$ cat config.mk
export PLATFORM = sky130hd
export DESIGN_NAME = key_debouncer
export DESIGN_NICKNAME = d
export VERILOG_FILES = /design/src/rtl/key_debouncer.sv
export SDC_FILE = /design/constraint.sdc
export NUM_CORES = 1
export LEC_CHECK = 0
export CAP_MARGIN = 20
export CORE_UTILIZATION = 35
export CTS_BUF_LIST = sky130_fd_sc_hd__clkbuf_4
export DETAILED_ROUTE_END_ITERATION = 8
export PLACE_DENSITY = 0.68
export SLEW_MARGIN = 0
export SYNTH_ARGS = -nofsm -noshare
export SYNTH_HDL_FRONTEND = slang
export SYNTH_SLANG_ARGS = --single-unit
$ cat constraint.sdc
create_clock -name clk -period 1.7 [get_ports clk]
set_input_delay 0.34 -clock clk [delete_from_list [all_inputs] [get_ports clk]]
set_output_delay 0.34 -clock clk [all_outputs]
set_load 0.005 [all_outputs]
$ cat src/rtl/key_debouncer.sv
// Input conditioning for the lock controller: two-flop synchronisers on the
// pushbutton and slide switches, plus a counter-qualified debounce FSM for the button.
module key_debouncer #(
  parameter int unsigned DB_CYCLES = 50000,
  parameter int unsigned DB_BITS   = 16
) (
  input  logic        clk,
  input  logic        rst,
  input  logic        key_n_raw,
  input  logic [17:0] SW_raw,
  output logic        action_n,
  output logic        press_pulse,
  output logic [17:0] SW,
  output logic        bouncing
);

  localparam int unsigned SW_W = 18;
  localparam logic [DB_BITS-1:0] CNT_LAST = DB_BITS'(DB_CYCLES - 1);

  typedef enum logic [1:0] {
    IDLE      = 2'd0,
    PRESS_CHK = 2'd1,
    HELD      = 2'd2,
    REL_CHK   = 2'd3
  } state_t;

  state_t             state, state_d;
  logic [DB_BITS-1:0] cnt, cnt_d;
  logic               action_n_d;
  logic               press_pulse_d;

  logic               key_q1, key_s;
  logic [SW_W-1:0]    sw_q1;

  // Synchronisers; key flops reset to the released level
  always_ff @(posedge clk) begin
    if (rst) begin
      key_q1 <= 1'b1;
      key_s  <= 1'b1;
      sw_q1  <= '0;
      SW     <= '0;
    end else begin
      key_q1 <= key_n_raw;
      key_s  <= key_q1;
      sw_q1  <= SW_raw;
      SW     <= sw_q1;
    end
  end

  always_ff @(posedge clk) begin
    if (rst) begin
      state       <= IDLE;
      cnt         <= '0;
      action_n    <= 1'b1;
      press_pulse <= 1'b0;
    end else begin
      state       <= state_d;
      cnt         <= cnt_d;
      action_n    <= action_n_d;
      press_pulse <= press_pulse_d;
    end
  end

  // Any opposite sample during qualification drops back with no partial credit
  always_comb begin
    state_d       = state;
    cnt_d         = cnt;
    action_n_d    = action_n;
    press_pulse_d = 1'b0;
    case (state)
      IDLE: begin
        if (!key_s) begin
          state_d = PRESS_CHK;
          cnt_d   = '0;
        end
      end
      PRESS_CHK: begin
        if (key_s) begin
          state_d = IDLE;
          cnt_d   = '0;
        end else if (cnt == CNT_LAST) begin
          state_d       = HELD;
          action_n_d    = 1'b0;
          press_pulse_d = 1'b1;
        end else begin
          cnt_d = cnt + DB_BITS'(1);
        end
      end
      HELD: begin
        if (key_s) begin
          state_d = REL_CHK;
          cnt_d   = '0;
        end
      end
      REL_CHK: begin
        if (!key_s) begin
          state_d = HELD;
          cnt_d   = '0;
        end else if (cnt == CNT_LAST) begin
          state_d    = IDLE;
          action_n_d = 1'b1;
        end else begin
          cnt_d = cnt + DB_BITS'(1);
        end
      end
      default: begin
        state_d = IDLE;
        cnt_d   = '0;
      end
    endcase
  end

  assign bouncing = (state == PRESS_CHK) || (state == REL_CHK);

endmodule
# Yosys cells after proc, flatten, opt, wreduce, memory -nomap -nowiden
# Index checks and enable logic that the tools add are counted.
# W data, S select, Z words.
# totals
register_bits	58
out_inout_bits	21
word_cells	48
input_bits	21
# classes
eq_ne	12
muxes	19
addsub	1
n_reduce_logical	7
n_bitwise	1
# ops
cell	count
$mux W16	5
$pmux W16 S4	1
$add A16 B1 Y16 const B	1
$eq A16 B16 Y1 const B	1
$mux W2	6
$ne A2 B2 Y1 const B	6
$pmux W2 S4	1
$ne A3 B3 Y1 const B	2
$mux W1	5
$reduce_and A5 Y1	1
$eq A2 B2 Y1 const B	2
$reduce_and A4 Y1	1
$reduce_or A3 Y1	1
$eq A2 B1 Y1 const B	1
$logic_not A2 Y1	1
$pmux W1 S2	1
$reduce_and A2 Y1	1
$reduce_bool A2 Y1	1
$logic_or A1 B1 Y1	1
$not A1 Y1	1

# Logic depth before layout (Yosys ltp)
# logic_depth
ltp_word	4
depth_mapped	6
ltp_nobuf	5

# Worst setup path before layout
# Ideal clock, no wire load.
# synth_path
path_kind	flip-flop to flip-flop
start	register cnt[5]
end	register action_n
setup_ns	0.121
path_stages_with_launch	5
required_ns	1.579
slack_ns	-0.014
t_arrival_ns	1.594
cell_sequence	dfxtp_1 or4b_1 nor4_4 mux2i_1 o21ai_1
# synth_via
elab_chain_len	3
word_cells_on_any_way	4
classes_between	eq/ne: 3; reduce/logical: 1
# synth_rtl
element	line_no	rtl
start: declaration	28	logic [DB_BITS-1:0] cnt, cnt_d;
start signal: assignment	58	cnt <= cnt_d;
$eq A16 B16 Y1 *	81, 99	
$ne A2 B2 Y1 (no source line)	--	
$reduce_and A5 Y1 (no source line) *	--	
end signal: assignment	59	action_n <= action_n_d;
end: declaration	11	output logic action_n,
# Mark *: on every way between the ends. The rest lies on a longest branch, timed or not.
# A chain may end at the register's enable or synchronous reset.

# Final worst setup path
# layout_path
start	register cnt[12]
end	register action_n
# The elaborated chain is that of the path after synthesis.

==> metrics.txt <==
status finished clean; max-cap violations 0; mapped cell area 2120 µm²; hpwl dp 2.95 mm; worst path required time ~2.0 ns; Clock Path Buffers 2; Clock Skew 0.00944 ns; drt total wl 4.27 mm; DR iter-0 viols 111; R2R cell count 4; Routed Antenna Nets 0; Vias 1,636; final worst path period share 0.975; grt peak-use layer met2; Tightest Pin Transition 0.413 ns; crit path from cnt[12]; Yosys reg bits 58; R2R Setup Slk 0.04 ns; ys async rst share 0; CTS buffer count 9; placed inst area 2730 µm²; M2 GR Usage 0.217; Routability Congestion 0.841; synthesis warning total 0; critical path, cell by cell or4_4 > nor4_4 > mux2i_1 > o21ai_1; routed len/inst 12.2 µm; DRC Markers 0; Sw Share 0.213; io pins 42; worst path bufs/invs 0; hold buffer count at CTS 0; Final Power 2680 µW; Final Critical Period 1.66 ns; initial antenna violation count 0; placed cell count 331; max frequency 604 MHz; Syn Area/Cell 10.2 µm²; Synth Flop Type dfxtp_1; Distinct cells, synth 37; top cells by area, synth dfxtp_1 55%, nor2b_1 11%, nand4_1 3.2%; Initial Utilization 0.361; CTS tree built; Finished Layout Cells 349; post-route cell area 2920 µm²; area grow syn2layout 37.4%; # rows 28; CTS Sinks 58; Slew HR 0.724; final core occ 0.496; layout cell share with drive strength beyond 1 0.175; top cell family by delay on the critical path simple AND/OR/NAND/NOR gates; M1 GR Usage 0.179; Final #Nets 291; Clock power frac 0.414; Crit Path Max Fanout 4; Flop pwr share 0.527; Crit Reg-Reg Endpoint action_n; GRT Residual Overflow 0; Tot GR Track Use 0.145; kind of critical path reg -> reg; CP max-delay cell or4_4; crit path DAT 1.94 ns; Max VDD drop 0.000646 V; worst hold slack 0.418 ns; Syn Nets 230; Die Width 79.9 µm; RSZ-0062 raised after global routing yes; port bufs 41; Final setup violation count 0; die area 6380 µm²; core area about 5900 µm²; H-Tree Depth 3; Setup crit end action_n; number of flops mapped to enable cells by yosys 0; Setup crit start kind register; Worst-Skew Late Latency between 0.3 and 0.4 ns; Cell Int Power between 2000 and 2500 µW; CP max stage delay about 0.57 ns; met3 Usage GRT 0.0526; Hold WC Path Type reg -> reg; final hold viol count 0; worst r2r src cnt[12]; PwrDens ~900 nW/µm²; top cell type's share of synthesized area 0.547; first-pass GRT wire length between 6 and 7 mm; Max Transition Viols Final 0; drt pass-1 iters 4; combinational power share 0.060; vias in the first global route 1,489; Die H about 80 µm; cells after synthesis roughly 210; clk slew on worst S/H paths 0.10 ns; Yosys top cell by area dfxtp_1; register area share after synthesis 0.547; clk root buf clkbuf_4; Leakage 0.00108 µW; Vias/cell 4.69; Antenna Cells 0; Psw 570 µW; CP Capture Type register; pin count of the biggest net entering global routing 30; Levels on crit path 4
==> cells in the final DEF, fill, tap and decap left out, drive strengths merged, types with 2 or more instances in the layout <==
cell type / count
clkdlybuf4s50: 40
bufinv: 2
buf: 22
nand4: 11
nand2: 6
or4: 3
or2: 4
and3: 4
nor4b: 3
xnor2: 4
mux2i: 2
inv: 3
nor4: 3
nor2b: 36
clkinv: 3
or3: 5
nand3b: 2
nor4bb: 3
o21ai: 7
xor2: 5
a21oi: 6
nand3: 6
nor2: 10
nand4b: 2
clkbuf: 10
dfxtp: 58
o2111ai: 2
==> power groups by stage <==
stage	clock, µW	sequential (µW)	combinational (µW)
6_report	1110	1410	160
5_1_grt	1210	1420	174
4_1_cts	1140	1410	162
3_5_place_dp	0	1440	160
3_3_place_gp	0	1440	157
2_1_floorplan	0	1440	62.7
==> synthesized netlist by cell type (all sizes together) (5+ instances only) <==
cell type / count
clkbuf: 12
dfxtp: 58
a21oi: 6
o21ai: 7
nor2: 10
nor2b: 36
xor2: 5
nand2: 6
nand4: 11
nand3: 6
or3: 5
==> state kept, by name, summed over array words and instances, names as in the netlist, named ones only <==
signal / flops
key_s: 1
sw_q1: 18
SW: 18
cnt: 16
press_pulse: 1
state: 1
key_q1: 1
action_n: 1
==> worst min-delay path by stage <==
| stage | from | to | slack (ns) | depth (start not counted) |
|---|---|---|---|---|
| floorplan | key_q1 | key_s | 0.39 | 1 |
| global placement | key_q1 | key_s | 0.39 | 1 |
| detailed placement | key_q1 | key_s | 0.40 | 1 |
| CTS | key_q1 | key_s | 0.42 | 1 |
| global route | key_q1 | key_s | 0.44 | 1 |
| finish | key_q1 | key_s | 0.42 | 1 |
==> per-layer routing <==
| layer | routed length, µm | part of all wire |
|---|---|---|
| met3 | 224 | 0.052 |
| met2 | 2000 | 0.47 |
| met4 | 84 | 0.020 |
| met5 | 0 | 0 |
| met1 | 1970 | 0.46 |
==> what timing repair did <==
item / 4_1_cts / 5_1_grt
pin swaps: 2 / 7
setup buffers: 1 / 1
hold endpoints to repair: 0 / 0
gates resized for setup: 4 / 5
endpoints found under the setup margin: 5 / 7
cloned: 0 / 0
==> layout make-up <==
class                           count  area [µm²]
Fill cell                         551        2970
Timing Repair Buffer               63         578
Sequential cell                    58        1170
Multi-Input combinational cell    134         911
Tap cell                           75        93.8
Inverter                            3        11.3
Clock buffer                       10        75.1
Clock inverter                      6        81.3
==> cells by family (layout without fill, tap and decap cells) <==
| group | count (synthesis) | in the layout | share of synthesized area |
|---|---|---|---|
| xor gates and xnor gates | 10 | 10 | 0.0477 |
| adders and majority gates | 1 | 1 | 0.00589 |
| DFF | 58 | 58 | 0.547 |
| AOI/OAI and AO/OA | 18 | 18 | 0.0489 |
| muxes | 2 | 2 | 0.00943 |
| and+or+nand+nor | 103 | 103 | 0.312 |
| buffers and inverters | 16 | 82 | 0.0289 |
==> stage by stage <==
step | TNS, ns | worst slack (ns)
2_1_floorplan | 0 | 0.0246
3_3_place_gp | 0 | 0.0232
3_5_place_dp | -0.0111 | -0.00633
4_1_cts | 0 | 0.0315
5_1_grt | -0.0177 | -0.0177
6_report | 0 | 0.0430
Note: power is estimated with default switching activity, not from simulation.
==> RTL change 1 (config.mk and constraints unchanged) <==
`DB_BITS`: 16 -> 32.
--- a/src/rtl/key_debouncer.sv
+++ b/src/rtl/key_debouncer.sv
@@ -2,7 +2,7 @@
 // pushbutton and slide switches, plus a counter-qualified debounce FSM for the button.
 module key_debouncer #(
   parameter int unsigned DB_CYCLES = 50000,
-  parameter int unsigned DB_BITS   = 16
+  parameter int unsigned DB_BITS   = 32
 ) (
   input  logic        clk,
   input  logic        rst,
Formal check against the unedited RTL: no difference found for any inputs over 10 cycles, from zero or initial values and one cycle with rst high; that may be too few to reach the edited logic, so the function may still have changed.
==> RTL change 1 against the original RTL <==
The flow now finishes with violations (negative setup slack). Synthesized area up 38%. Setup slack worse by 0.32 ns. Cell area up 56%. Sequential share of layout area down 6.7 points. Wire length up 98%. Power up 19%. Sequential cell count up 16. Highest routed layer unchanged.
==> RTL change 1: results <==
[status]
status = complete, but fails checks
violations = negative setup slack

[placed_design]
place_area_um2 = 3954
gp_congestion = 0.8646
dp_worst_setup_slack_ns = -0.2917
post-place-cells = 518
dp_hpwl_mm = 5.274

[routing]
drtPass1Iterations = 5
vias = 2929

[sta]
fin_skew_ns = 0.008994
hold_violations = 0
worst_slack_ns = -0.2750
tns_ns = -2.748
slew_headroom_pct = 75.09
setup_viol = 22

[cells_and_area]
fin_cells = 556
nNetsFinal = 471
reg.largest.list = cnt: 32 flops, SW: 18 flops, sw_q1: 18 flops
fill_cells = 654
drive_above_1_share_pct = 36.12

[global_route]
grtUsageTotal_pct = 18.91
grt_pass1_wl_mm = 12.63
grt_max_degree = 39

[worst_setup_path]
reg2reg_to = cnt[31]$_SDFFE_PP0P_
crit_arrival_ns = 2.28
slowest_delay_ns = 0.47
reg2reg_depth = 5
r2r-start = cnt[2]$_SDFFE_PP0P_
r2r_setup_slack_ns = -0.27

[synth]
seq_area_frac_synth_pct = 50.62
ys_types = 40
synth_common_cells = dfxtp_1 (74), nor2b_1 (37), nand2_1 (28)
synthTopCellsByArea = dfxtp_1 (51%), nor2b_1 (7.9%), nand2_1 (3.6%), nand3_1 (3.6%), o21ai_0 (3.1%)
syn_nets = 345
syn_inst = 323

[clocking]
path_clk_slew_ns = 0.13
clockBufferDepth = 2
clk_latency_ns = 0.43

[power_and_ir_drop]
total_leakage_power_nw = 1.703
vdd_ir_drop_max_v = 0.0004270

[min_path]
min_to = state[0]$_SDFFE_PP0P_
holdPathStages = 3
RTL change 1: logic make-up after synthesis:
| family | Yosys count | share of synthesized area (%) |
|---|---|---|
| AO/OA/AOI/OAI | 64 | 14.24 |
| adder cells (fa/ha/maj) | 1 | 0.4275 |
| XOR/XNOR | 6 | 1.796 |
| multiplexers | 2 | 0.6841 |
| buffers and inverters | 26 | 3.591 |
| AND/OR/NAND/NOR | 150 | 28.64 |
| flip-flops | 74 | 50.62 |
RTL change 1: timing repair:
action                     4_1_cts  5_1_grt
pin swaps                       10       10
cloned                           1        0
buffers inserted                 8       13
setup endpoints to repair       25       31
resized for setup               42       28
RTL change 1: worst max-delay path by stage:
| stage | depth (start not counted) | end | from |
|---|---|---|---|
| finish | 5 | cnt[31]$_SDFFE_PP0P_ | cnt[2]$_SDFFE_PP0P_ |
| floorplan | 6 | cnt[29]$_SDFFE_PP0P_ | cnt[2]$_SDFFE_PP0P_ |
| CTS | 5 | cnt[25]$_SDFFE_PP0P_ | cnt[2]$_SDFFE_PP0P_ |
| global route | 5 | cnt[31]$_SDFFE_PP0P_ | cnt[2]$_SDFFE_PP0P_ |
| detailed placement | 5 | action_n$_SDFFE_PP1P_ | cnt[8]$_SDFFE_PP0P_ |
| global placement | 5 | action_n$_SDFFE_PP1P_ | cnt[8]$_SDFFE_PP0P_ |
RTL change 1: final cells by class:
type	instances	area [um2]	area share [%]
multi-input cells	224	1610	35.38
flip-flops and latches	74	1516	33.31
repair buffers	129	1111	24.41
well taps	102	127.6	2.804
clock inverters	7	77.57	1.704
clock buffers	9	67.56	1.484
inverters	11	41.29	0.9071
RTL change 1: stage by stage:
stage / utilization (%) / hold slack (ns) / power, mW
global route: 57.71 / 0.2376 / 3.297
detailed placement: 50.13 / 0.3933 / 2.041
global placement: 50.13 / 0.3912 / 2.033
CTS: 54.82 / 0.2082 / 3.190
finish: 57.71 / 0.2407 / 3.182
floorplan: - / 0.3895 / 1.910
RTL change 1: per-layer routing:
layer | track usage [%] | vias to the layer above | part of all wire (%)
li1 | - | 1428 | -
met1 | 23.05 | 1382 | 42
met2 | 32.11 | 103 | 50
met3 | 4.797 | 16 | 5.7
met4 | 6.795 | 0 | 2.2
met5 | 0 | - | 0
RTL change 1: worst max-delay path: cells and delay by family (launching register included):
| kind | cells | cell delay (ns) |
|---|---|---|
| flops | 1 | 0.38 |
| simple gates | 3 | 1.00 |
| compound gates | 2 | 0.47 |
RTL change 1: power by group:
group	internal [mW]	total, mW	switching, mW
clock	0.461	1.15	0.690
sequential	1.78	1.79	0.0159
combinational	0.138	0.239	0.101
==> RTL change 2 (same flow settings) <==
Without the edit above. Register the output `SW` once more, without a reset; this adds one clock of latency there. The other outputs are not delayed to match.
--- a/src/rtl/key_debouncer.sv
+++ b/src/rtl/key_debouncer.sv
@@ -24,6 +24,8 @@
     REL_CHK   = 2'd3
   } state_t;
 
+  logic [17:0] SW_s0;
+
   state_t             state, state_d;
   logic [DB_BITS-1:0] cnt, cnt_d;
   logic               action_n_d;
@@ -38,12 +40,12 @@
       key_q1 <= 1'b1;
       key_s  <= 1'b1;
       sw_q1  <= '0;
-      SW     <= '0;
+      SW_s0  <= '0;
     end else begin
       key_q1 <= key_n_raw;
       key_s  <= key_q1;
       sw_q1  <= SW_raw;
-      SW     <= sw_q1;
+      SW_s0  <= sw_q1;
     end
   end
 
@@ -112,4 +114,8 @@
 
   assign bouncing = (state == PRESS_CHK) || (state == REL_CHK);
 
+  always_ff @(posedge clk) begin
+    SW <= SW_s0;
+  end
+
 endmodule
Function: changed (Yosys sat finds a counterexample within 4 cycles, from zero or initial values and one cycle with rst high).
==> RTL change 2 against the original RTL <==
Setup slack improved by 0.012 ns. Count of clock-buffer cells in the layout decreased by 1. Cell area increased by 9.4%. Synthesized cell count increased by 3.8%. Synthesized area increased by 14%. Fmax increased by 0.74%. Sequential cell count increased by 18. Non-clock buffer count decreased by 9. Wire length decreased by 6.2%. Power increased by 21%. Core utilization decreased by 0.43 points.
==> RTL change 2: results <==
[status]
status = finished, final reports clean

[worst_setup_path]
slowest_delay_ns = 0.48
path_delay_family = simple AND/OR/NAND/NOR gates
r2r_setup_slack_ns = 0.06
worst-path-max-fanout = 7
crit_slowest_cell = or4b_4
reg2reg_to = cnt[4]$_SDFFE_PP0P_
reg2reg_depth = 5
r2r-start = cnt[0]$_SDFFE_PP0P_

[cells_and_area]
reg.largest.list = SW: 18 flops, SW_s0: 18 flops, sw_q1: 18 flops
antenna_cells = 0
fin_cells = 353
area_growth_pct = 32.18
fill_cells = 581
nNetsFinal = 293
drive_above_1_share_pct = 15.58

[global_route]
grt_pass1_vias = 1541
grt_max_degree = 28
grt_overflow = 0
grt_pass1_wl_mm = 6.886
antenna_found_initial = 0
grtUsageTotal_pct = 12.52

[min_path]
hp-class = reg2reg
min_to = SW[7]$_DFF_P_
hold_start = SW_s0[7]$_SDFF_PP0_
holdPathStages = 0

[sta]
fin_skew_ns = 0.01904
hold_ws_ns = 0.3289
tightest_slew_ns = 0.4399
tns_ns = 0

[synth]
async_reset_ff_share_pct = 0
synthTopCellsByArea = dfxtp_1 (63%), nor2b_1 (9.3%), xnor2_1 (3.3%), nand4_1 (2.6%), nor2_1 (1.7%)
synth.yosys.warnings = 0
synth_common_cells = dfxtp_1 (76), nor2b_1 (36), nor2_1 (11)
syn_inst = 216
seq_area_frac_synth_pct = 63.01
syn_nets = 238
ys_types = 38

[power_and_ir_drop]
swShare_pct = 21.15
total_leakage_power_nw = 1.158
vdd_ir_drop_max_v = 0.0003415

[clocking]
cts_made_buffers = 9
root_buffer = clkbuf_4
htreeDepth = 3
clockBufferDepth = 2
ctsResizeCount = 2
post_cts_buffers = 0
path_clk_slew_ns = 0.13
clk_latency_ns = 0.41

[placed_design]
gp_congestion = 0.8586
dp_worst_setup_slack_ns = 0.01589
post-place-cells = 337
port_buffers = 41
dp_hpwl_mm = 2.732
place_area_um2 = 2994

[routing]
drtPass1Iterations = 4
drtIter0Drc = 52
vias = 1614
wire_per_inst_um = 11.36

[job]
cap_violations = 0
## RTL change 2: power groups by stage
stage                     clock network, mW  logic (mW)  registers, mW
final                                  1.22       0.161           1.85
after global routing                   1.34       0.176           1.86
after CTS                              1.26       0.163           1.85
after detailed placement                  0       0.162           1.89
after global placement                    0       0.162           1.89
after floorplan                           0      0.0581           1.89
## RTL change 2: area by class of cell
class / instances / share of cell area (%)
multi-input cells: 129 / 27.52
well taps: 77 / 3.018
clock inverters: 7 / 3.058
inverters: 1 / 0.1176
repair buffers: 54 / 16.31
flip-flops and latches: 76 / 47.86
clock buffers: 9 / 2.117
## RTL change 2: cell families after synthesis
logic type      Yosys count  share of synthesized area [%]
simple gates            100                          25.39
mux                       1                         0.4145
buf+inv                  11                          2.020
flops                    76                          63.01
fa+ha+maj                 1                         0.5181
xor+xnor                 12                          4.923
compound gates           15                          3.731
## RTL change 2: how the worst max path moves through the flow
stage / slack (ns) / startpoint / endpoint / cells past startpoint
after detailed placement: 0.02 / cnt[0]$_SDFFE_PP0P_ / cnt[4]$_SDFFE_PP0P_ / 5
after floorplan: 0.02 / cnt[1]$_SDFFE_PP0P_ / cnt[4]$_SDFFE_PP0P_ / 6
after CTS: 0.007 / cnt[0]$_SDFFE_PP0P_ / cnt[4]$_SDFFE_PP0P_ / 5
final: 0.06 / cnt[0]$_SDFFE_PP0P_ / cnt[4]$_SDFFE_PP0P_ / 5
after global routing: 0.002 / cnt[2]$_SDFFE_PP0P_ / cnt[13]$_SDFFE_PP0P_ / 4
after global placement: 0.06 / cnt[0]$_SDFFE_PP0P_ / cnt[4]$_SDFFE_PP0P_ / 5
## RTL change 2: layer usage
metal	track usage, %	routed length, um	up-vias
li1	-	-	850
met1	14.76	1903	719
met2	19.21	1812	34
met3	4.475	176	11
met4	8.320	118	0
met5	0	0	-
